<file path="config.mk">
export PLATFORM = sky130hd
export DESIGN_NAME = motor_phase_decoder
export DESIGN_NICKNAME = d
export VERILOG_FILES = /design/src/rtl/motor_pkg.sv /design/src/rtl/motor_phase_filter.sv /design/src/rtl/motor_phase_decoder.sv
export SDC_FILE = /design/constraint.sdc
export NUM_CORES = 1
export LEC_CHECK = 0
export ABC_AREA = 1
export CAP_MARGIN = 20
export CORE_MARGIN = 2
export CORE_UTILIZATION = 50
export CTS_CLUSTER_SIZE = 25
export DETAILED_ROUTE_END_ITERATION = 8
export PLACE_DENSITY = 0.71
export SLEW_MARGIN = 20
export SYNTH_ARGS = -nofsm -noshare
export SYNTH_HDL_FRONTEND = slang
export SYNTH_SLANG_ARGS = --single-unit
</file>
<file path="constraint.sdc">
create_clock -name clk -period 4.32 [get_ports clk]
set_input_delay 0.864 -clock clk [delete_from_list [all_inputs] [get_ports clk]]
set_output_delay 0.864 -clock clk [all_outputs]
set_load 0.1 [all_outputs]
</file>
<file path="src/rtl/motor_pkg.sv">
// ============================================================================
//  Module   : motor_pkg
//  Purpose  : Phase encodings, phase-to-index decode, FSM states and fault
//             codes shared by the motor phase decoder.
//  Revision : 1.0 - initial release
// ============================================================================
`default_nettype none

package motor_pkg;

    // Coil patterns in {A,C,B,D} bit order, listed in forward half-step order
    localparam logic [3:0] C_PH_A  = 4'b1000;
    localparam logic [3:0] C_PH_AB = 4'b1010;
    localparam logic [3:0] C_PH_B  = 4'b0010;
    localparam logic [3:0] C_PH_BC = 4'b0110;
    localparam logic [3:0] C_PH_C  = 4'b0100;
    localparam logic [3:0] C_PH_CD = 4'b0101;
    localparam logic [3:0] C_PH_D  = 4'b0001;
    localparam logic [3:0] C_PH_DA = 4'b1001;

    localparam logic [1:0] C_FAULT_NONE    = 2'b00;
    localparam logic [1:0] C_FAULT_ILLEGAL = 2'b01;
    localparam logic [1:0] C_FAULT_SKIP    = 2'b10;

    typedef enum logic [1:0] {
        ST_UNLOCKED = 2'd0,
        ST_LOCKED   = 2'd1,
        ST_FAULT    = 2'd2
    } state_t;

    typedef struct packed {
        logic       illegal;
        logic [2:0] idx;
    } phase_dec_t;

    function automatic phase_dec_t phase_to_idx(input logic [3:0] ph);
        phase_dec_t r;
        r.illegal = 1'b0;
        r.idx     = 3'd0;
        case (ph)
            C_PH_A:  r.idx = 3'd0;
            C_PH_AB: r.idx = 3'd1;
            C_PH_B:  r.idx = 3'd2;
            C_PH_BC: r.idx = 3'd3;
            C_PH_C:  r.idx = 3'd4;
            C_PH_CD: r.idx = 3'd5;
            C_PH_D:  r.idx = 3'd6;
            C_PH_DA: r.idx = 3'd7;
            default: r.illegal = 1'b1;
        endcase
        return r;
    endfunction

endpackage

`default_nettype wire

</file>
<file path="src/rtl/motor_phase_filter.sv">
// ============================================================================
//  Module   : motor_phase_filter
//  Purpose  : 2-FF synchronizer plus stability counter; strobes accept for one
//             cycle when a new pattern has been stable for STABLE_CYCLES samples.
//  Revision : 1.0 - initial release
// ============================================================================
`default_nettype none

module motor_phase_filter #(
    parameter int STABLE_CYCLES = 4
) (
    input  logic       clk,
    input  logic       nrst,
    input  logic [3:0] phase_in,
    output logic [3:0] pattern,
    output logic       accept
);

    localparam int                CNT_W    = $clog2(STABLE_CYCLES + 1);
    localparam logic [CNT_W-1:0] C_STABLE = CNT_W'(STABLE_CYCLES);
    localparam logic [CNT_W-1:0] C_ONE    = CNT_W'(1);

    logic [3:0]       r_sync1, r_sync2, r_hold, r_pattern;
    logic [CNT_W-1:0] r_cnt;
    logic             r_accept;
    logic             w_changed;
    logic [CNT_W-1:0] w_cnt;
    logic             w_accept;

    // w_cnt is the number of consecutive equal samples including the current one
    assign w_changed = (r_sync2 != r_hold);
    assign w_cnt     = w_changed ? C_ONE :
                       (r_cnt == C_STABLE) ? r_cnt : (r_cnt + C_ONE);
    assign w_accept  = (w_cnt == C_STABLE) && (r_sync2 != r_pattern);

    always_ff @(posedge clk or negedge nrst) begin
        if (!nrst) begin
            r_sync1   <= 4'd0;
            r_sync2   <= 4'd0;
            r_hold    <= 4'd0;
            r_pattern <= 4'd0;
            r_cnt     <= '0;
            r_accept  <= 1'b0;
        end else begin
            r_sync1  <= phase_in;
            r_sync2  <= r_sync1;
            r_hold   <= r_sync2;
            r_cnt    <= w_cnt;
            r_accept <= w_accept;
            if (w_accept) begin
                r_pattern <= r_sync2;
            end
        end
    end

    assign pattern = r_pattern;
    assign accept  = r_accept;

endmodule

`default_nettype wire

</file>
<file path="src/rtl/motor_phase_decoder.sv">
// ============================================================================
//  Module   : motor_phase_decoder
//  Purpose  : Decodes filtered coil patterns into direction, step size and a
//             signed half-step position; flags illegal patterns and skips.
//             Optional step_period output: MOTOR_PHASE_DECODER_STEP_PERIOD_EN.
//  Revision : 1.0 - initial release
// ============================================================================
`default_nettype none

module motor_phase_decoder
    import motor_pkg::*;
#(
    parameter int POS_W         = 16,
    parameter int STABLE_CYCLES = 4,
    parameter int PERIOD_W      = 20
) (
    input  logic                    clk,
    input  logic                    nrst,
    input  logic [3:0]              phase_in,
    input  logic                    clear,
    output logic signed [POS_W-1:0] position,
    output logic                    dir_out,
    output logic                    half_mode,
    output logic                    step_pulse,
    output logic                    locked,
    output logic                    fault,
`ifdef MOTOR_PHASE_DECODER_STEP_PERIOD_EN
    output logic [1:0]              fault_code,
    output logic [PERIOD_W-1:0]     step_period
`else
    output logic [1:0]              fault_code
`endif
);

    localparam logic signed [POS_W-1:0] C_POS_ONE = POS_W'(1);
    localparam logic signed [POS_W-1:0] C_POS_TWO = POS_W'(2);

    logic [3:0]              w_pattern;
    logic                    w_accept;
    phase_dec_t              w_dec;
    logic [2:0]              w_delta;

    state_t                  r_state, w_state_nxt;
    logic signed [POS_W-1:0] r_pos, w_pos_nxt;
    logic [2:0]              r_last_idx, w_last_nxt;
    logic                    r_dir, w_dir_nxt;
    logic                    r_half, w_half_nxt;
    logic                    r_pulse, w_pulse_nxt;
    logic [1:0]              r_code, w_code_nxt;

    motor_phase_filter #(
        .STABLE_CYCLES (STABLE_CYCLES)
    ) u_filter (
        .clk      (clk),
        .nrst     (nrst),
        .phase_in (phase_in),
        .pattern  (w_pattern),
        .accept   (w_accept)
    );

    assign w_dec = phase_to_idx(w_pattern);

    always_ff @(posedge clk or negedge nrst) begin
        if (!nrst) begin
            r_state    <= ST_UNLOCKED;
            r_pos      <= '0;
            r_last_idx <= 3'd0;
            r_dir      <= 1'b0;
            r_half     <= 1'b0;
            r_pulse    <= 1'b0;
            r_code     <= C_FAULT_NONE;
        end else begin
            r_state    <= w_state_nxt;
            r_pos      <= w_pos_nxt;
            r_last_idx <= w_last_nxt;
            r_dir      <= w_dir_nxt;
            r_half     <= w_half_nxt;
            r_pulse    <= w_pulse_nxt;
            r_code     <= w_code_nxt;
        end
    end

    always_comb begin
        w_state_nxt = r_state;
        w_pos_nxt   = r_pos;
        w_last_nxt  = r_last_idx;
        w_dir_nxt   = r_dir;
        w_half_nxt  = r_half;
        w_pulse_nxt = 1'b0;
        w_code_nxt  = r_code;
        w_delta     = w_dec.idx - r_last_idx;

        // clear wins over a same-cycle accept; the event is simply dropped
        if (clear) begin
            w_state_nxt = ST_UNLOCKED;
            w_pos_nxt   = '0;
            w_code_nxt  = C_FAULT_NONE;
        end else if (w_accept) begin
            case (r_state)
                ST_UNLOCKED: begin
                    if (w_dec.illegal) begin
                        w_state_nxt = ST_FAULT;
                        w_code_nxt  = C_FAULT_ILLEGAL;
                    end else begin
                        w_last_nxt  = w_dec.idx;
                        w_state_nxt = ST_LOCKED;
                    end
                end
                ST_LOCKED: begin
                    if (w_dec.illegal) begin
                        w_state_nxt = ST_FAULT;
                        w_code_nxt  = C_FAULT_ILLEGAL;
                    end else begin
                        case (w_delta)
                            3'd1, 3'd2, 3'd6, 3'd7: begin
                                w_pulse_nxt = 1'b1;
                                w_last_nxt  = w_dec.idx;
                                w_dir_nxt   = ~w_delta[2];
                                w_half_nxt  = w_delta[0];
                                case (w_delta)
                                    3'd1:    w_pos_nxt = r_pos + C_POS_ONE;
                                    3'd2:    w_pos_nxt = r_pos + C_POS_TWO;
                                    3'd7:    w_pos_nxt = r_pos - C_POS_ONE;
                                    default: w_pos_nxt = r_pos - C_POS_TWO;
                                endcase
                            end
                            3'd3, 3'd4, 3'd5: begin
                                w_state_nxt = ST_FAULT;
                                w_code_nxt  = C_FAULT_SKIP;
                            end
                            default: ;
                        endcase
                    end
                end
                default: ;
            endcase
        end
    end

`ifdef MOTOR_PHASE_DECODER_STEP_PERIOD_EN
    localparam logic [PERIOD_W-1:0] C_PER_ONE = PERIOD_W'(1);

    logic [PERIOD_W-1:0] r_period_cnt, r_step_period;

    // Period is latched alongside the registered step_pulse it belongs to
    always_ff @(posedge clk or negedge nrst) begin
        if (!nrst) begin
            r_period_cnt  <= '0;
            r_step_period <= '0;
        end else if (clear) begin
            r_period_cnt  <= '0;
            r_step_period <= '0;
        end else if (w_pulse_nxt) begin
            r_step_period <= r_period_cnt;
            r_period_cnt  <= C_PER_ONE;
        end else if (r_period_cnt != '1) begin
            r_period_cnt  <= r_period_cnt + C_PER_ONE;
        end
    end

    assign step_period = r_step_period;
`endif

    assign position   = r_pos;
    assign dir_out    = r_dir;
    assign half_mode  = r_half;
    assign step_pulse = r_pulse;
    assign fault_code = r_code;
    assign locked     = (r_state == ST_LOCKED);
    assign fault      = (r_state == ST_FAULT);

endmodule

`default_nettype wire
</file>
==> results of run 1 <==
==> final cells by class <==
cell class | count | share of cell area, %
Clock buffer | 5 | 1.57
Clock inverter | 3 | 1.57
Inverter | 74 | 6.39
Multi-Input combinational cell | 432 | 54.6
Sequential cell | 46 | 26.2
Tap cell | 102 | 2.91
Timing Repair Buffer | 30 | 6.73
==> through the flow <==
stage               total power, mW  utilization, %  setup slack [ns]  cell area, um^2
floorplan                     0.702               -             0.869             3870
CTS                            1.18            57.6             0.567             4380
global route                   1.23            57.7             0.143             4390
detailed placement            0.789            55.8             0.596             4250
finish                         1.18            57.7             0.537             4390
global placement              0.785            55.8             0.671             4250
==> worst max-delay path, cell delays in order, from the launching register on <==
cell and delay (ns):
dfrtp_1 0.42, inv_2 0.10, nor2_1 0.06, o22ai_1 0.21, ha_1 0.18, inv_1 0.05, fa_1 0.58, nand2_1 0.13
inv_1 0.09, nand3_1 0.08, buf_4 0.21, ha_1 0.44, a21oi_1 0.16, o21ai_0 0.37, inv_1 0.09, nand3_1 0.12
nor2_1 0.05, nor2_1 0.08, nand2_1 0.08, nand3_1 0.11, nand2_1 0.06
==> worst max-delay path by stage <==
stage | from | endpoint | slack, ns | cells past startpoint
floorplan | u_filter.pattern[1] | position[14] | 0.87 | 18
finish | u_filter.pattern[1] | position[10] | 0.54 | 20
global route | u_filter.pattern[1] | position[15] | 0.14 | 19
detailed placement | u_filter.pattern[1] | position[11] | 0.60 | 21
global placement | u_filter.pattern[0] | position[10] | 0.67 | 20
CTS | u_filter.pattern[1] | position[15] | 0.57 | 19
==> logic make-up after synthesis <==
group	share of synthesized area (%)
DFF	29.7
AOI/OAI and AO/OA	8.98
adders and majority gates	11.6
and+or+nand+nor	37.0
xor gates and xnor gates	4.29
buffers and inverters	8.49
==> power by group <==
part           leakage [nW]  switching [mW]  total [mW]  internal, mW
logic                  1.62           0.220       0.326         0.106
clock network        0.0683           0.161       0.393         0.232
registers             0.602          0.0153       0.459         0.443
==> cells in the final DEF, fill, tap and decap left out, drive strengths merged <==
master	count
nand2	182
inv	73
nand3	68
dfrtp	46
nor2	44
ha	31
clkdlybuf4s50	28
o21ai	26
a21oi	25
xnor2	15
nand4	13
clkbuf	5
xor2	4
or2	4
nor3	3
o21a	3
o21bai	3
fa	3
o22ai	2
bufinv	2
buf	2
clkinv	2
a31oi	1
a41oi	1
nand3b	1
o31ai	1
and2	1
o211ai	1
==> routing by layer <==
layer | routed length (um) | GRT usage, % | share of wire, % | vias up
li1 | - | - | - | 1872
met1 | 4680 | 34.9 | 50 | 1680
met2 | 4070 | 36.6 | 43 | 106
met3 | 466 | 3.78 | 5.0 | 14
met4 | 196 | 6.47 | 2.1 | 0
met5 | 0 | 0 | 0 | -
==> registers in the layout, indices dropped and copies added (netlist names) <==
name	cells
dir_out	1
fault_code	2
half_mode	1
position	16
r_last_idx	3
r_state	2
step_pulse	1
u_filter.accept	1
u_filter.pattern	4
u_filter.r_cnt	3
u_filter.r_hold	4
u_filter.r_sync1	4
u_filter.r_sync2	4
==> impl_metrics.ini, run 1 <==
[min_path]
hold_path.class = flop to flop
hold_depth = 0
min-delay-start = u_filter.r_sync1[3]
min_to = u_filter.r_sync2[3]

[clock_tree]
clock-root-buffer = clkbuf_8
clk_pin_slew_worst_paths_ns = 0.09
h-tree-depth = 2
tritoncts = built
hold_buffers = 0
clk_latency_ns = 0.31
cts_setup_buffers = 0
clock_sinks = 46
cts_resized = 0
ctsLongestPathBuffers = 2
numCtsBuffers = 5

[run_status]
status = finished clean

[floorplan]
dieArea_um2 = 8470
die_y_um = 92.0
initial_core_util_pct = 50.9
io_pins = 30
die_w_um = 92.0
num_rows = 32
core_area_um2 = 7610

[pwr]
power_leakage_nw = 2.29
p_per_area_nw_per_um2 = 269
ir_worst_vdd_mv = 0.217

[timing]
finalSetupTns_ns = 0
rsz0062_at_grt = no
timing.hold.ws_ns = 0.354
maxSlewViolCount = 0
fmax_ghz = 0.264
setup_viol = 0
skew_ns = 0.00990
slew_headroom_pct = 34.4
final_hold_viol_count = 0
fin_crit_ns = 3.78
worst_slew_pin_slew_ns = 0.981
fin_crit_sh_pct = 87.6

[finish]
regArea_um2 = 1150
area_delta_synth_final_pct = 13.2
n_antenna_cell = 0
multi_input_area_um2 = 2390
nFillCells = 737
drive_above_1_share_pct = 6.10
nets = 630
instances_no_fill = 692

[synth]
ys_seq_area_share_pct = 29.7
yosysTopAreaCell = dfrtp_1
synth_area_leaders = dfrtp_1 (30%), nand2_1 (17%), ha_1 (10%)
yosys.cell_types.count = 35
synth_common_cells = nand2_1 (173), inv_1 (69), nand3_1 (63)
syn-num-nets = 598
syn_inst = 557
synth_ff_type = dfrtp_1
synth_area_per_cell_um2 = 6.96
synthesis.area_um2 = 3870
yosys.cell_count.top_type = nand2_1
synth-seq-cells = 46
synth-edff-count = 0
async_flop_share_pct = 100
yosysTopAreaCellShare_pct = 29.7
yosys_warnings = 0

[detailed_routing]
firstDrtPassIters = 5
dr.first_iter.drc_count = 222
vias = 3672
drc = 0
viasPerCell = 5.31
ant_nets = 0
wirelength_um = 9410
detail_route.wl_per_cell_um = 13.6

[critical_path]
crit_arrival_ns = 3.98
crit_fanout = 16
cp-end-kind = flop
criticalPathCategory = flop to flop
reg2reg_slack_ns = 0.54
reg2regPathDepth = 20
timing.rr.start = u_filter.pattern[1]
r2r_end = position[10]
cp_data_required_time_ns = 4.52
start_kind = flop

[placement]
dp_hpwl_um = 7380
gp_congestion = 0.917
place_inst = 684
io_buffers = 29

[global_route]
grt_pass1_vias = 3423
grtUsageTotal_pct = 23.8
grt_max_degree = 47
grt_antenna_before_repair = 0
grt_overflow_total = 0
grt_pass1_wl_um = 16300

[run]
drv_cap = 0
Power figures use the tool's default switching activity.
==> run 2: changes to the inputs <==
- REMOVE_ABC_BUFFERS: unset -> 1
==> run 2 against run 1 <==
  * Maximum frequency grew 0.75%
  * First-iteration DRC count fell by 4.5%
  * Worst hold slack lost 0.020 ns
  * Core utilization down 0.33 points
  * Sequential power about the same
  * Count of clock-buffer cells in the layout unchanged
  * Register-to-register slack gained 0.03 ns
  * Die area is the same
  * Wire length decreased by 2.0%
  * Clock power decreased by 16%
  * Cell count unchanged
  * Critical path type unchanged
==> impl_metrics.ini, run 2 (synthesis results as in run 1) <==
[finish]
largest_reg_flops = 16
drive_above_1_share_pct = 6.10
area_delta_synth_final_pct = 12.6
most-common-layout-cells = nand2_1 (173), inv_1 (69), nand3_1 (63), dfrtp_1 (46), nor2_1 (42)
nets = 630
n_antenna_cell = 0
final_common_cell = nand2_1

[global_route]
grt_pass1_vias = 3456
grt_antenna_before_repair = 0
grt_max_degree = 47
grtUsageTotal_pct = 23.3
grt_pass1_wl_um = 16000
grt_overflow_total = 0

[timing]
final_hold_viol_count = 0
worst_slew_pin_slew_ns = 1.00
finalSetupTns_ns = 0
setup_viol = 0
maxSlewViolCount = 0
fmax_ghz = 0.266
fin_crit_ns = 3.76
skew_ns = 0.0155
fin_crit_sh_pct = 86.9
rsz0062_at_grt = no
slew_headroom_pct = 32.8
timing.hold.ws_ns = 0.334

[run]
drv_cap = 0

[min_path]
hold_path.class = flop to flop
hold_depth = 0

[critical_path]
reg2regPathDepth = 21
start_kind = flop
crit_fanout = 14
criticalPathCategory = flop to flop
cp_data_required_time_ns = 4.53
cp-end-kind = flop
crit_arrival_ns = 3.96

[detailed_routing]
ant_nets = 0
firstDrtPassIters = 4
dr.first_iter.drc_count = 212
drc = 0
detail_route.wl_per_cell_um = 13.3
wirelength_um = 9220
viasPerCell = 5.26
vias = 3639

[clock_tree]
clock-root-buffer = clkbuf_8
numCtsBuffers = 5
cts_resized = 0
clk_pin_slew_worst_paths_ns = 0.10
h-tree-depth = 2
cts_setup_buffers = 0
clk_latency_ns = 0.31
clock_sinks = 46
tritoncts = built
hold_buffers = 0
ctsLongestPathBuffers = 2

[floorplan]
io_pins = 30
die_w_um = 92.0
dieArea_um2 = 8470
die_y_um = 92.0
core_area_um2 = 7610
num_rows = 32
initial_core_util_pct = 50.9

[pwr]
ir_worst_vdd_mv = 0.167
pwr-share-comb_pct = 28.9
power_frac_seq_pct = 41.2
switchingPower_uw = 390
p_clk_share_pct = 29.8
intPower_uw = 723
power_leakage_nw = 2.28
switching_share_pct = 35.1
p_per_area_nw_per_um2 = 255

[placement]
gp_congestion = 0.926
dp_hpwl_um = 7270
io_buffers = 29

[run_status]
status = finished clean
## run 2: layout make-up
type                            count  area [um^2]
Sequential cell                    46         1150
Tap cell                          102          128
Clock buffer                        5         68.8
Fill cell                         701         3250
Clock inverter                      3         43.8
Timing Repair Buffer               30          295
Inverter                           74          280
Multi-Input combinational cell    432         2390
## run 2: worst max-delay path: stages (launching register included)
cell and delay [ns]:
dfrtp_1 0.43, inv_2 0.10, nor2_1 0.06, o22ai_1 0.21
ha_1 0.18, inv_1 0.05, fa_1 0.57, inv_1 0.08
nor2_1 0.23, nand2_4 0.10, inv_1 0.33, ha_1 0.38
nand2_1 0.12, nand3_1 0.14, nand2_1 0.08, nand2_1 0.09
nand2_1 0.10, nand3_1 0.07, nand2_1 0.07, nand3_1 0.09
nand3_1 0.12, nand2_1 0.05
## run 2: power by group through the flow
stage | clock, mW | sequential (mW) | combinational [mW]
4_1_cts | 0.340 | 0.459 | 0.319
3_5_place_dp | 0 | 0.468 | 0.317
5_1_grt | 0.354 | 0.461 | 0.362
2_1_floorplan | 0 | 0.504 | 0.196
3_3_place_gp | 0 | 0.467 | 0.314
6_report | 0.332 | 0.459 | 0.322
## run 2: routing by layer
| metal | vias to the layer above | wire length [um] | part of all wire (%) | track usage [%] |
|---|---|---|---|---|
| li1 | 1877 | - | - | - |
| met1 | 1700 | 4470 | 48 | 31.5 |
| met2 | 55 | 4340 | 47 | 39.5 |
| met3 | 7 | 328 | 3.6 | 3.78 |
| met4 | 0 | 86 | 0.93 | 5.22 |
| met5 | - | 0 | 0 | 0 |
## run 2: per-stage QoR
stage / utilization, % / cell area [um^2] / total power, mW / worst slack [ns] / instances
floorplan: - / 3830 / 0.700 / 0.865 / 552
detailed placement: 55.8 / 4250 / 0.784 / 0.612 / 684
global route: 57.3 / 4360 / 1.18 / 0.113 / 692
finish: 57.3 / 4360 / 1.11 / 0.565 / 692
CTS: 57.3 / 4360 / 1.12 / 0.584 / 692
global placement: 55.8 / 4250 / 0.781 / 0.711 / 684
## run 2: path summary, 6_finish.rpt
check                               startpoint                   to  slack (ns)
max                        u_filter.pattern[1]         position[11]        0.56
min                        u_filter.r_sync1[2]  u_filter.r_sync2[2]        0.33
max reg2reg                u_filter.pattern[1]         position[11]        0.56
min reg2reg                u_filter.r_sync1[2]  u_filter.r_sync2[2]        0.33
max in group asynchronous                 nrst         position[13]        3.37
min in group asynchronous                 nrst        r_last_idx[0]        0.55
==> run 3: changes to the inputs <==
- MAX_ROUTING_LAYER: unset -> met4
==> run 3 against run 2 <==
  * Worst hold slack improved by 0.019 ns
  * Critical endpoint unchanged
  * Via count decreased by 1.7%
  * Sequential share of layout area increased by 0.16 points
  * Sequential cell count unchanged
  * Critical path depth unchanged
  * Critical path type unchanged
  * Highest routed layer unchanged
  * Global-route usage increased by 0.54 points
  * Setup slack improved by 0.037 ns
==> impl_metrics.ini, run 3 (synthesis results as in run 1) <==
[timing]
finalSetupTns_ns = 0
fmax_ghz = 0.269
fin_crit_sh_pct = 86.1
final_hold_viol_count = 0
maxSlewViolCount = 0
setup_viol = 0
fin_crit_ns = 3.72
timing.hold.ws_ns = 0.353
worst_slew_pin_slew_ns = 0.993
rsz0062_at_grt = no
slew_headroom_pct = 33.6
skew_ns = 0.0127

[clock_tree]
clock-root-buffer = clkbuf_8
cts_resized = 0
cts_setup_buffers = 0
ctsLongestPathBuffers = 2
hold_buffers = 0
h-tree-depth = 2
clk_pin_slew_worst_paths_ns = 0.09
numCtsBuffers = 5
tritoncts = built
clock_sinks = 46
clk_latency_ns = 0.31

[placement]
io_buffers = 29
gp_congestion = 0.939
place_inst = 684
dp_hpwl_um = 7170

[critical_path]
reg2regPathDepth = 21
timing.rr.start = u_filter.pattern[1]
crit_arrival_ns = 3.92
crit_start = u_filter.pattern[1]
cp_data_required_time_ns = 4.52
criticalPathCategory = flop to flop
reg2reg_slack_ns = 0.60
start_kind = flop
cp-end-kind = flop
cp-endpoint = position[11]
crit_fanout = 14
r2r_end = position[11]

[min_path]
hold_path.class = flop to flop

[floorplan]
initial_core_util_pct = 50.9
core_area_um2 = 7610
die_w_um = 92.0
num_rows = 32
io_pins = 30
die_y_um = 92.0
dieArea_um2 = 8470

[global_route]
grtUsageTotal_pct = 23.8
grt_max_degree = 47
grt_antenna_before_repair = 0
grt_pass1_wl_um = 15900
grt_overflow_total = 0
grt_pass1_vias = 3453

[detailed_routing]
viasPerCell = 5.17
vias = 3576
ant_nets = 0
dr.first_iter.drc_count = 180
wirelength_um = 9000
detail_route.wl_per_cell_um = 13.0
drc = 0
firstDrtPassIters = 4

[finish]
final_common_cell = nand2_1
post-route-util_pct = 57.0
instances_no_fill = 692
drive_above_1_share_pct = 5.93
n_antenna_cell = 0
largest_reg_flops = 16
area_delta_synth_final_pct = 11.9
nets = 630
nFillCells = 715
most-common-layout-cells = nand2_1 (173), inv_1 (69), nand3_1 (63), dfrtp_1 (46), nor2_1 (42)

[pwr]
power_leakage_nw = 2.26
ir_worst_vdd_mv = 0.169
fin_total_pwr_mw = 1.05
p_per_area_nw_per_um2 = 242

[run_status]
status = finished clean

[run]
drv_cap = 0
[run 3: worst max-delay path, cell delays in order (launching register included)]
cell	delay (ns)
dfrtp_1	0.42
inv_2	0.10
nor2_1	0.05
o22ai_1	0.22
ha_1	0.18
inv_1	0.05
fa_1	0.56
inv_1	0.08
nor2_1	0.21
nand2_4	0.10
inv_1	0.34
ha_1	0.38
nand2_1	0.12
nand3_1	0.14
nand2_1	0.09
nand2_1	0.09
nand2_1	0.11
nand3_1	0.07
nand2_1	0.07
nand3_1	0.08
nand3_1	0.11
nand2_1	0.05
[run 3: worst min-delay path by stage]
stage / startpoint / end / slack, ns / cells past startpoint
after floorplan: u_filter.r_sync1[0] / u_filter.r_sync2[0] / 0.33 / 0
after global placement: u_filter.r_sync1[0] / u_filter.r_sync2[0] / 0.33 / 0
after detailed placement: u_filter.r_sync1[0] / u_filter.r_sync2[0] / 0.34 / 0
after CTS: u_filter.r_sync1[2] / u_filter.r_sync2[2] / 0.36 / 0
after global routing: u_filter.r_sync1[3] / u_filter.r_sync2[3] / 0.37 / 0
final: u_filter.r_sync1[2] / u_filter.r_sync2[2] / 0.35 / 0
[run 3: per-stage QoR]
step	setup WS [ns]	area, um^2
after floorplan	0.865	3830
after global placement	0.713	4250
after detailed placement	0.619	4250
after CTS	0.596	4330
after global routing	0.193	4340
final	0.602	4340
[run 3: cell type report]
cell class / count / area [um^2] / area share (%)
Clock inverter: 2 / 13.8 / 0.317
Tap cell: 102 / 128 / 2.94
Timing Repair Buffer: 30 / 295 / 6.81
Multi-Input combinational cell: 432 / 2390 / 55.2
Clock buffer: 6 / 72.6 / 1.67
Inverter: 74 / 280 / 6.46
Sequential cell: 46 / 1150 / 26.6
[run 3: metal layers]
layer / track usage, % / part of all wire [%] / up-vias / wire (um)
met1: 32.4 / 50 / 1617 / 4490
li1: - / - / 1878 / -
met2: 38.3 / 45 / 70 / 4050
met4: 6.34 / 1.5 / 0 / 131
met5: - / 0 / - / 0
met3: 2.71 / 3.7 / 11 / 334
[run 3: where the power goes]
part / switching [mW] / total (mW) / internal [mW]
sequential: 0.0159 / 0.459 / 0.443
combinational: 0.214 / 0.321 / 0.106
clock: 0.153 / 0.267 / 0.114
